[src/rtl/mem_bus_arbiter_pkg.sv]
// Shared definitions for the memory bus arbiter.
// Holds the arbiter FSM state encoding and the full-word byte-enable constant
// used for instruction fetches.
package mem_bus_arbiter_pkg;

  typedef enum logic [1:0] {
    ARB_IDLE  = 2'd0,
    ARB_DATA  = 2'd1,
    ARB_INSTR = 2'd2,
    ARB_RESP  = 2'd3
  } arb_state_t;

  localparam logic [3:0] BE_FULL = 4'hF;

endpackage

[src/rtl/mem_bus_arbiter.sv]
// mem_bus_arbiter: shares one single-ported memory bus between the
// instruction-fetch port (arb_i_*) and the exec load/store port (arb_d_*).
// Data requests win over fetch. The granted request is latched into bus
// registers on the grant edge, held until the bus acks, then the owning port
// gets a one-cycle valid pulse with read data (0 for writes).
//
// Ports:
//   clk, rst_n             clock, async active-low reset
//   arb_d_*                data port: read/write level requests, addr, wdata,
//                          byte enables in; valid pulse + rdata out
//   arb_i_*                fetch port: level request + addr in; valid + rdata out
//   arb_bus_*              memory bus: req/we/addr/wdata/be out; ack/rdata in
//   arb_err_out            watchdog timeout pulse, coincident with valid
//
// Optional feature: define ARB_TIMEOUT_EN to add a watchdog that abandons a
// bus cycle after TIMEOUT_CYCLES cycles without ack. Without it the FSM waits
// indefinitely and arb_err_out is tied to 0.
module mem_bus_arbiter
  import mem_bus_arbiter_pkg::*;
#(
  parameter int ADDR_W         = 32,
  parameter int DATA_W         = 32,
  parameter int TIMEOUT_CYCLES = 255
) (
  input  logic              clk,
  input  logic              rst_n,
  input  logic              arb_d_read_en_in,
  input  logic              arb_d_write_en_in,
  input  logic [ADDR_W-1:0] arb_d_addr_in,
  input  logic [DATA_W-1:0] arb_d_wdata_in,
  input  logic [3:0]        arb_d_byte_en_in,
  output logic              arb_d_valid_out,
  output logic [DATA_W-1:0] arb_d_rdata_out,
  input  logic              arb_i_req_in,
  input  logic [ADDR_W-1:0] arb_i_addr_in,
  output logic              arb_i_valid_out,
  output logic [DATA_W-1:0] arb_i_rdata_out,
  output logic              arb_bus_req_out,
  output logic              arb_bus_we_out,
  output logic [ADDR_W-1:0] arb_bus_addr_out,
  output logic [DATA_W-1:0] arb_bus_wdata_out,
  output logic [3:0]        arb_bus_be_out,
  input  logic              arb_bus_ack_in,
  input  logic [DATA_W-1:0] arb_bus_rdata_in,
  output logic              arb_err_out
);

  arb_state_t        state_q, state_d;
  logic              owner_data_q;   // which port owns the current/last grant
  logic              we_q;
  logic [ADDR_W-1:0] addr_q;
  logic [DATA_W-1:0] wdata_q;
  logic [3:0]        be_q;
  logic [DATA_W-1:0] rdata_q;

  logic data_req, busy, grant_data, grant_instr, ack_hit, timeout_hit;

  assign data_req    = arb_d_read_en_in | arb_d_write_en_in;
  assign busy        = (state_q == ARB_DATA) || (state_q == ARB_INSTR);
  assign grant_data  = (state_q == ARB_IDLE) && data_req;
  assign grant_instr = (state_q == ARB_IDLE) && !data_req && arb_i_req_in;
  // ack is only meaningful while a bus cycle is outstanding
  assign ack_hit     = busy && arb_bus_ack_in;

`ifdef ARB_TIMEOUT_EN
  localparam int CNT_W = $clog2(TIMEOUT_CYCLES + 1);
  logic [CNT_W-1:0] cnt_q;
  logic             err_q;

  // Fires on the last allowed wait cycle, so bus_req stays high for exactly
  // TIMEOUT_CYCLES cycles. A coincident ack wins.
  assign timeout_hit = busy && !arb_bus_ack_in &&
                       (cnt_q == CNT_W'(TIMEOUT_CYCLES - 1));

  always_ff @(posedge clk or negedge rst_n) begin
    if (!rst_n) begin
      cnt_q <= '0;
      err_q <= 1'b0;
    end else begin
      if (grant_data || grant_instr) cnt_q <= '0;
      else if (busy)                 cnt_q <= cnt_q + 1'b1;
      // registered on the edge into RESP, so it lines up with valid
      err_q <= timeout_hit;
    end
  end

  assign arb_err_out = err_q;
`else
  assign timeout_hit = 1'b0;
  assign arb_err_out = 1'b0;
`endif

  // FSM state register
  always_ff @(posedge clk or negedge rst_n) begin
    if (!rst_n) state_q <= ARB_IDLE;
    else        state_q <= state_d;
  end

  // FSM next state
  always_comb begin
    state_d = state_q;
    case (state_q)
      ARB_IDLE: begin
        if (data_req)          state_d = ARB_DATA;
        else if (arb_i_req_in) state_d = ARB_INSTR;
      end
      ARB_DATA, ARB_INSTR: begin
        if (arb_bus_ack_in || timeout_hit) state_d = ARB_RESP;
      end
      ARB_RESP: state_d = ARB_IDLE;
      default:  state_d = ARB_IDLE;
    endcase
  end

  // Bus registers captured on the grant edge, read data captured on ack
  always_ff @(posedge clk or negedge rst_n) begin
    if (!rst_n) begin
      owner_data_q <= 1'b0;
      we_q         <= 1'b0;
      addr_q       <= '0;
      wdata_q      <= '0;
      be_q         <= '0;
      rdata_q      <= '0;
    end else begin
      if (grant_data) begin
        owner_data_q <= 1'b1;
        we_q         <= arb_d_write_en_in;  // read+write together is a write
        addr_q       <= arb_d_addr_in;
        wdata_q      <= arb_d_write_en_in ? arb_d_wdata_in : '0;
        be_q         <= arb_d_byte_en_in;
      end else if (grant_instr) begin
        owner_data_q <= 1'b0;
        we_q         <= 1'b0;
        addr_q       <= arb_i_addr_in;
        wdata_q      <= '0;
        be_q         <= BE_FULL;
      end
      if (ack_hit)          rdata_q <= we_q ? '0 : arb_bus_rdata_in;
      else if (timeout_hit) rdata_q <= '0;
    end
  end

  assign arb_bus_req_out   = busy;
  assign arb_bus_we_out    = we_q;
  assign arb_bus_addr_out  = addr_q;
  assign arb_bus_wdata_out = wdata_q;
  assign arb_bus_be_out    = be_q;

  assign arb_d_valid_out = (state_q == ARB_RESP) &&  owner_data_q;
  assign arb_i_valid_out = (state_q == ARB_RESP) && !owner_data_q;
  assign arb_d_rdata_out = rdata_q;
  assign arb_i_rdata_out = rdata_q;

endmodule

[config.mk]
export PLATFORM = sky130hd
export DESIGN_NAME = mem_bus_arbiter
export DESIGN_NICKNAME = d
export VERILOG_FILES = /design/src/rtl/mem_bus_arbiter_pkg.sv /design/src/rtl/mem_bus_arbiter.sv
export SDC_FILE = /design/constraint.sdc
export NUM_CORES = 1
export LEC_CHECK = 0
export ABC_AREA = 1
export CAP_MARGIN = 20
export CORE_AREA = 2 2 107 109
export CTS_BUF_LIST = sky130_fd_sc_hd__clkbuf_2
export CTS_CLUSTER_SIZE = 8
export DETAILED_ROUTE_END_ITERATION = 10
export DIE_AREA = 0 0 109 111
export DONT_BUFFER_PORTS = 1
export PLACE_DENSITY = 0.59
export SLEW_MARGIN = 5
export SYNTH_ARGS = -nofsm -noshare
export SYNTH_HDL_FRONTEND = slang
export SYNTH_SLANG_ARGS = --single-unit
[constraint.sdc]
create_clock -name clk -period 4.1 [get_ports clk]
set_clock_uncertainty 0.05 [all_clocks]
set_input_delay 0.41 -clock clk [delete_from_list [all_inputs] [get_ports clk]]
set_output_delay 0.41 -clock clk [all_outputs]
set_load 0.1 [all_outputs]
After elaboration in Yosys (flattened, before gate mapping) --
Index checks and enable logic that the tools add are counted.
Cells by class: equal/unequal tests 5, multiplexer cells 15, bitwise logic cells 1, reductions and logical operators 13
Operators with widths (number):
- two-way mux 32 bit | 6
- two-way mux 4 bit | 2
- logical AND 1 bit | 6
- two-way mux 2 bit | 3
- case mux 2 bit (3 select lines) | 1
- equality test 2 bit, second input constant | 2
- two-way mux 1 bit | 3
- inequality test 3 bit, second input constant | 1
- equality test 2 x 1 -> 1 bit, second input constant | 1
- zero test 1 bit | 2
- zero test 2 bit | 1
- inequality test 2 bit, second input constant | 1
- AND reduction 2 bit | 1
- nonzero test 2 bit | 1
- OR reduction 2 bit | 1
- logical OR 1 bit | 1
- OR 1 bit | 1
Storage, ports and cells: flip-flop bits (word level) 104, input port bits 138, output and inout bits 137, word-level logic and storage cells 41

Depth between registers and ports, before layout --
Gate-level depths: netlist (run 1).
depth in word-level cells 6, depth in mapped cells 10, gate-level depth less buffers 8

Least setup slack after synthesis (run 1) --
No wires, ideal clock.
path type reg-to-output, from register state_q[0], to output arb_i_valid_out, arrival 1.799 ns, data required time 3.640 ns, path slack 1.841 ns, cell stages (with the launch flop) 4, buffers on the path 0, cells stage by stage dfrtp_1 -> ha_1 -> inv_1 -> nor2_1
Between the ends: word-level cells in the longest chain between the ends 2
Ends and longest elaborated chain:
- from (decl) | line mem_bus_arbiter.sv:48 | arb_state_t state_q, state_d;
- from (signal assigned) | line mem_bus_arbiter.sv:96 | else state_q <= state_d;
- equality test 2 bit | line mem_bus_arbiter.sv:150 | assign arb_i_valid_out = (state_q == ARB_RESP) && !owner_data_q;
- logical AND 1 bit | line mem_bus_arbiter.sv:150
- to (decl) | line mem_bus_arbiter.sv:36 | output logic arb_i_valid_out,
No other way between the ends.

Worst setup path in the final report (run 1) --
from register state_q[1], to output arb_i_valid_out
The elaborated chain is that of the path after synthesis.

==> results.md, run 1 <==
- Status: finished, final reports clean
- Final HPWL DP: 8690 um
- CTS tree: yes
- H-tree depth: 3
- Routed WL: 14600 um
- ANT cells: 0
- Final critical-path share of the clock period: 61.6%
- Worst setup path class: reg2out
- Max-Slew Margin vs Limit: 27.7%
- Critical Path Sink Type: output port
- Chip width: 109 um
- Die height: 111 um
- Sequential fraction of the synthesis area: 51.3%
- Io pins: 275
- Starting DRT DRC Count: 402
- Root Buffer: clkbuf_2
- Clk sinks: 104
- Fillcell total: 961
- Drt first pass iters: 5
- Hold Vio Cnt, Final: 0
- Number of global-route vias before repair: 4569
- CTS Buf Count: 9
- Nets: 866
- CP required: 3640 ps
- Worst path arrival time: 2070 ps
- Clk buf depth: 2
- End of the worst register-to-register path: arb_bus_addr_out[9]
- Syn Nets: 789
- Yosys reg bits: 104
- Commonest non-fill, non-tap cell in the layout: nand2_1
- Multi-input logic area: 0.00176 sq mm
- Commonest cells after routing, fill and taps aside: nand2_1 (212), nand3_1 (136), dlygate4sd3_1 (132), inv_1 (74), dfrtp_1 (72)
- FMAX: 396 MHz
- Critical Path Sink: arb_i_valid_out
- Post-synth cell types: 16
- Period minus WS final: 2530 ps
- DIE AREA: 0.0121 sq mm
- Post_cts resized: 0
- Final Slew Violations: 0
- Layout cells sized above 1: 8.36%
- Clk_lat worst skew: 570 ps
- Largest net degree at the start of global routing: 105
- Worst-margin pin slew: 1080 ps
- RR Startpoint: state_q[1]
- RSZ-0062 raised after global routing: no
- Max-cap violations: 0
- Worst R2R Path Depth: 10
- Core area: 0.0111 sq mm
- Syn Area/Cell: 7.82 sq um
- Cell row count: 39
- Final setup vio count: 0
- Final GP Congestion: 0.908
- Yosys warns: 0
- Crit Path Max Fanout: 3
- Critical path launch point: state_q[1]
- Mapped cell area: 0.00507 sq mm
- Sum Neg Setup Slack: 0 ps
- DRT antenna net count: 0
- Initial Util: 45.8%
- First-pass GRT wire length: 23000 um
- CTS clock-pin slew for the worst setup and hold paths: 290 ps
- DR DRC count: 0
- # port buffers: 0
- Vias/cell: 5.21
- Via count: 4549
- Area Growth Syn to Fin: 25.6%
- Post-Syn Instances: 648
- Grt ovf: 0
- Initial antenna violation count: 0
- Worst Setup Start Kind: flop
- Hold Path Class: in2reg
- Storage cell area: 0.00264 sq mm
- Routed WL per cell: 16.7 um
- Tot GR Track Use: 24.0%
- Reg2reg setup slack: 1600 ps
repair_timing:
item | in CTS | in global routing
hold endpoints to repair | 206 | 0
hold buffers | 133 | 0
setup buffers | 0 | 0
routing by layer:
metal | part of all wire [%] | global-route usage (%)
met1 | 38 | 27.4
met2 | 51 | 41.2
met3 | 8.5 | 7.23
met4 | 2.6 | 10.1
met5 | 0 | 0
worst max-delay path: stages, from the launching register on:
cell     delay, ps
dfrtp_1        450
ha_1           180
inv_1           50
nor2_2         810
area by class of cell:
type / count / share of cell area, %
Tap cell: 143 / 2.81
Multi-Input combinational cell: 397 / 27.6
Timing Repair Buffer: 138 / 21.8
Inverter: 75 / 4.42
Sequential cell: 104 / 41.5
Clock buffer: 10 / 0.786
Clock inverter: 6 / 1.06
cells by family after synthesis:
logic type	count (synthesis)	synth area share, %
buffers and inverters	147	14.0
AO/OA/AOI/OAI	37	3.73
other	1	0.0740
adder cells (fa/ha/maj)	3	0.740
flip-flops	104	51.3
AND/OR/NAND/NOR	356	30.1
synth_stat cells, drive strengths merged:
| cell | count | area share [%] |
|---|---|---|
| nand2 | 217 | 16 |
| nor2 | 2 | 0.15 |
| o21ai | 37 | 3.7 |
| inv | 75 | 5.6 |
| conb | 1 | 0.074 |
| ha | 3 | 0.74 |
| clkbuf | 16 | 1.2 |
| dfrtp | 104 | 51 |
| nand3 | 136 | 13 |
| nand3b | 1 | 0.15 |
| buf | 56 | 7.3 |
worst min-delay path by stage:
stage / startpoint / end / slack, ps / cells after the start
floorplan: rst_n / arb_bus_addr_out[0] / 60 / 0
global placement: rst_n / arb_bus_addr_out[23] / 70 / 0
detailed placement: rst_n / arb_bus_addr_out[21] / 70 / 0
CTS: arb_d_addr_in[10] / arb_bus_addr_out[10] / 1 / 4
global route: arb_d_addr_in[10] / arb_bus_addr_out[10] / 10 / 4
finish: arb_d_addr_in[16] / arb_bus_addr_out[16] / 50 / 4
registers in the layout, indices dropped and copies added (netlist names):
name and flops:
state_q 2, arb_bus_wdata_out 32, arb_bus_be_out 4, owner_data_q 1, arb_bus_addr_out 32, arb_d_rdata_out 32, arb_bus_we_out 1
per-stage QoR:
step	instances	setup slack, ps	cell area (sq um)	hold slack (ps)	utilization, %
after floorplan	648	1840	5070	64.4	-
after global placement	724	1860	4900	66.2	44.2
after detailed placement	724	1730	4900	65.8	44.2
after CTS	873	1510	6370	1.25	57.5
after global routing	873	1420	6370	13.4	57.5
final	873	1570	6370	53.5	57.5
Power of run 1 is not shown: default switching activity piles up to over one toggle a cycle in this logic, so the estimate is an artifact.
==> run 2: changes to the inputs <==
Settings changed: PLACE_DENSITY 0.59 to 0.61.
Clock period 4.1 ns to 2.21 ns, I/O delays scaled along.
==> run 2 against run 1 <==
Net effect: the run now fails in clock tree synthesis (4_1_cts); synthesized cell count unchanged; area after synthesis unchanged.
==> results.md, run 2 <==
- Die height: 111 um (unchanged)
- Largest area contributor in the netlist: dfrtp_1
- Top-count cell post-synth: nand2_1
- Error: [ERROR RSZ-0060] Max buffer count reached.
- Async S/R FF share, synth: 100% (unchanged)
- Root Buffer: clkbuf_2
- Sequential fraction of the synthesis area: 51.3% (unchanged)
- Io pins: 275 (unchanged)
- H-tree depth: 3 (unchanged)
- Initial Util: 45.8% (unchanged)
- # port buffers: 0 (unchanged)
- Synth cell count leaders: nand2_1 (213), nand3_1 (136), dfrtp_1 (104)
- Hold buffer count at cts: 171 (+29%)
- Cell row count: 39 (unchanged)
- Final GP Congestion: 0.876 (-3.4%)
- Yosys warns: 0 (unchanged)
- Ranking of synthesized cells by area: dfrtp_1 (51%), nand2_1 (16%), nand3_1 (13%), inv_1 (5.5%), buf_4 (5.3%)
- DP Cell Count: 833 (+15%)
- Chip width: 109 um (unchanged)
- CTS Buf Count: 9 (unchanged)
- Number of enable flip-flop cells after synthesis: 0 (unchanged)
- Final HPWL DP: 9530 um (+9.7%)
- Post_cts resized: 0 (unchanged)
- Yosys top cell area share: 51.3% (unchanged)
- Syn Area/Cell: 7.82 sq um (unchanged)
- Clk buf depth: 2 (unchanged)
- Yosys reg bits: 104 (unchanged)
- Post-Syn Instances: 648 (unchanged)
- Post-synth cell types: 16 (unchanged)
- Clk sinks: 104 (unchanged)
- Syn Nets: 789 (unchanged)
- Most used DFF post-synth: dfrtp_1
- Status: aborted with a tool error
- Postcts setup bufs: 0 (unchanged)
- Mapped cell area: 0.00507 sq mm (unchanged)
- Halt Stage: clock tree synthesis (4_1_cts)
run 2: cell counts after synthesis:
Identical to the previous run, type by type.
run 2: cell families after synthesis:
logic type / after synthesis / synth area share [%]
other cells: 1 / 0.0740
flops: 104 / 51.3
compound gates: 37 / 3.73
simple gates: 356 / 30.1
buf+inv: 147 / 14.0
fa+ha+maj: 3 / 0.740
run 2: through the flow:
step           instance area (sq um)  setup WS [ps]
3_5_place_dp                    5940            485
3_3_place_gp                    5940            545
2_1_floorplan                   5070           1.22
==> run 3: changes to the inputs <==
Settings changed: CORE_AREA 2 2 107 109 to unset, CORE_UTILIZATION set to 40, CTS_BUF_LIST sky130_fd_sc_hd__clkbuf_2 to unset, CTS_CLUSTER_SIZE 8 to unset, DIE_AREA 0 0 109 111 to unset, PLACE_DENSITY 0.61 to unset, PLACE_DENSITY_LB_ADDON set to 0.15.
Clock period 2.21 ns to 2.85 ns, I/O delays scaled along.
==> run 3 against run 2 <==
Net effect: the flow now finishes without violations.
==> results.md, run 3 (synthesized netlist as in run 1, its figures left out) <==
- Status: finished, final reports clean
- CTS clock-pin slew for the worst setup and hold paths: 70 ps
- Post_cts resized: 0 (unchanged)
- Starting DRT DRC Count: 190
- Area Growth Syn to Fin: 8.37%
- Initial Util: 41.7% (-4.1 points)
- Crit path top cell by count: buf_4
- Pre-CTS setup slack: 743 ps (+257 ps)
- Clk buf depth: 2 (unchanged)
- Nets: 753
- Crit Path Max Fanout: 22
- Number of global-route vias before repair: 3897
- Via count: 4083
- Finished Core Util: 45.2%
- Worst setup path class: reg2reg
- Tot GR Track Use: 20.1%
- Commonest non-fill, non-tap cell in the layout: nand2_1
- Clk sinks: 104 (unchanged)
- Period minus WS final: 2120 ps
- Largest net degree at the start of global routing: 105
- Worst-margin pin slew: 995 ps
- Clk_lat worst skew: 340 ps
- Layout cells sized above 1: 11.0%
- Io pins: 275 (unchanged)
- Worst Setup Start Kind: flop
- Delay-heaviest family, CP: buffers and inverters
- Sum Neg Setup Slack: 0 ps
- Core area: 0.0122 sq mm
- Critical-path cell list: inv_1 > ha_1 > buf_4 > o21ai_2 > buf_4 > o21ai_0 > nand2_1
- Max-Slew Margin vs Limit: 33.7%
- CP required: 3030 ps
- Final Slew Violations: 0
- First-pass GRT wire length: 20000 um
- Vias/cell: 5.20
- FMAX: 473 MHz
- Commonest cells after routing, fill and taps aside: nand2_1 (212), nand3_1 (136), inv_1 (74), dfrtp_1 (72), o21ai_0 (36)
- Critical Path Sink Type: flop
- Postcts setup bufs: 0 (unchanged)
- CP Buf/Inv Count: 3
- Largest stage delay, worst path: 400 ps
- Chip width: 115 um (+5.1%)
- Die height: 115 um (+3.2%)
- Dpl cell area: 0.00498 sq mm (-16%)
- Final HPWL DP: 9350 um (-1.9%)
- # port buffers: 0 (unchanged)
- CTS Buf Count: 9 (unchanged)
- Crit-path slowest cell: dfrtp_1
- Initial antenna violation count: 1
- Root Buffer: clkbuf_16
- Cell row count: 40 (+2.6%)
- Worst path arrival time: 2290 ps
- Routed WL: 13300 um
- H-tree depth: 3 (unchanged)
- DIE AREA: 0.0131 sq mm
- Final GP Congestion: 0.896 (+2.2%)
- Hold Vio Cnt, Final: 0
- Final setup vio count: 0
- Hold Path Class: in2reg
- Drt first pass iters: 5
- Grt ovf: 0
- CTS tree: yes
- RSZ-0062 raised after global routing: no
- Max-cap violations: 0
- Final WS setup: 734 ps
- Final critical-path share of the clock period: 74.3%
- DRT antenna net count: 0
- ANT cells: 0
- Final instance area: 0.00549 sq mm
- Routed WL per cell: 17.0 um
- DR DRC count: 0
==> run 3: worst reg2reg max path, cell delays in order, from the launching register on <==
cell	delay, ps
dfrtp_1	400
inv_1	80
ha_1	360
buf_4	320
o21ai_2	270
buf_4	290
o21ai_0	170
nand2_1	70
==> run 3: per-stage QoR <==
stage / std cells / hold slack [ps]
floorplan: 648 / -60.6
global placement: 756 / -58.4
detailed placement: 756 / -58.5
finish: 785 / 12.7
global route: 785 / 3.28
CTS: 785 / 0.202
==> run 3: routing by layer <==
metal  GRT usage, %  part of all wire [%]  up-vias
met4           7.97                   2.0        0
met1           23.7                    39     1924
met5              0                     0        -
met3           6.51                   9.8       23
met2           33.7                    49      217
li1               -                     -     1919
==> run 3: layout make-up <==
cell class / count / area [sq um]
clock inverters: 6 / 133
well taps: 168 / 210
fillers: 1213 / 6670
inverters: 75 / 282
multi-input cells: 397 / 1760
flip-flops and latches: 104 / 2640
repair buffers: 25 / 238
clock buffers: 10 / 229
==> run 3: timing repair <==
action | 4_1_cts | 5_1_grt
endpoints found under the hold margin | 115 | 0
hold buffers | 13 | 0
setup endpoints to repair | 0 | 0
==> run 3: final timing paths <==
| kind | cells past startpoint | from | slack [ps] | to |
|---|---|---|---|---|
| min in group asynchronous | 2 | rst_n | 470 | arb_bus_addr_out[14] |
| min | 2 | arb_d_wdata_in[28] | 10 | arb_bus_wdata_out[28] |
| max | 7 | state_q[1] | 730 | arb_bus_be_out[0] |
| max in group asynchronous | 2 | rst_n | 1810 | arb_d_rdata_out[1] |
| min reg2reg | 2 | state_q[0] | 460 | state_q[0] |
| max reg2reg | 7 | state_q[1] | 730 | arb_bus_be_out[0] |
Power of run 3 is left out for the same reason.
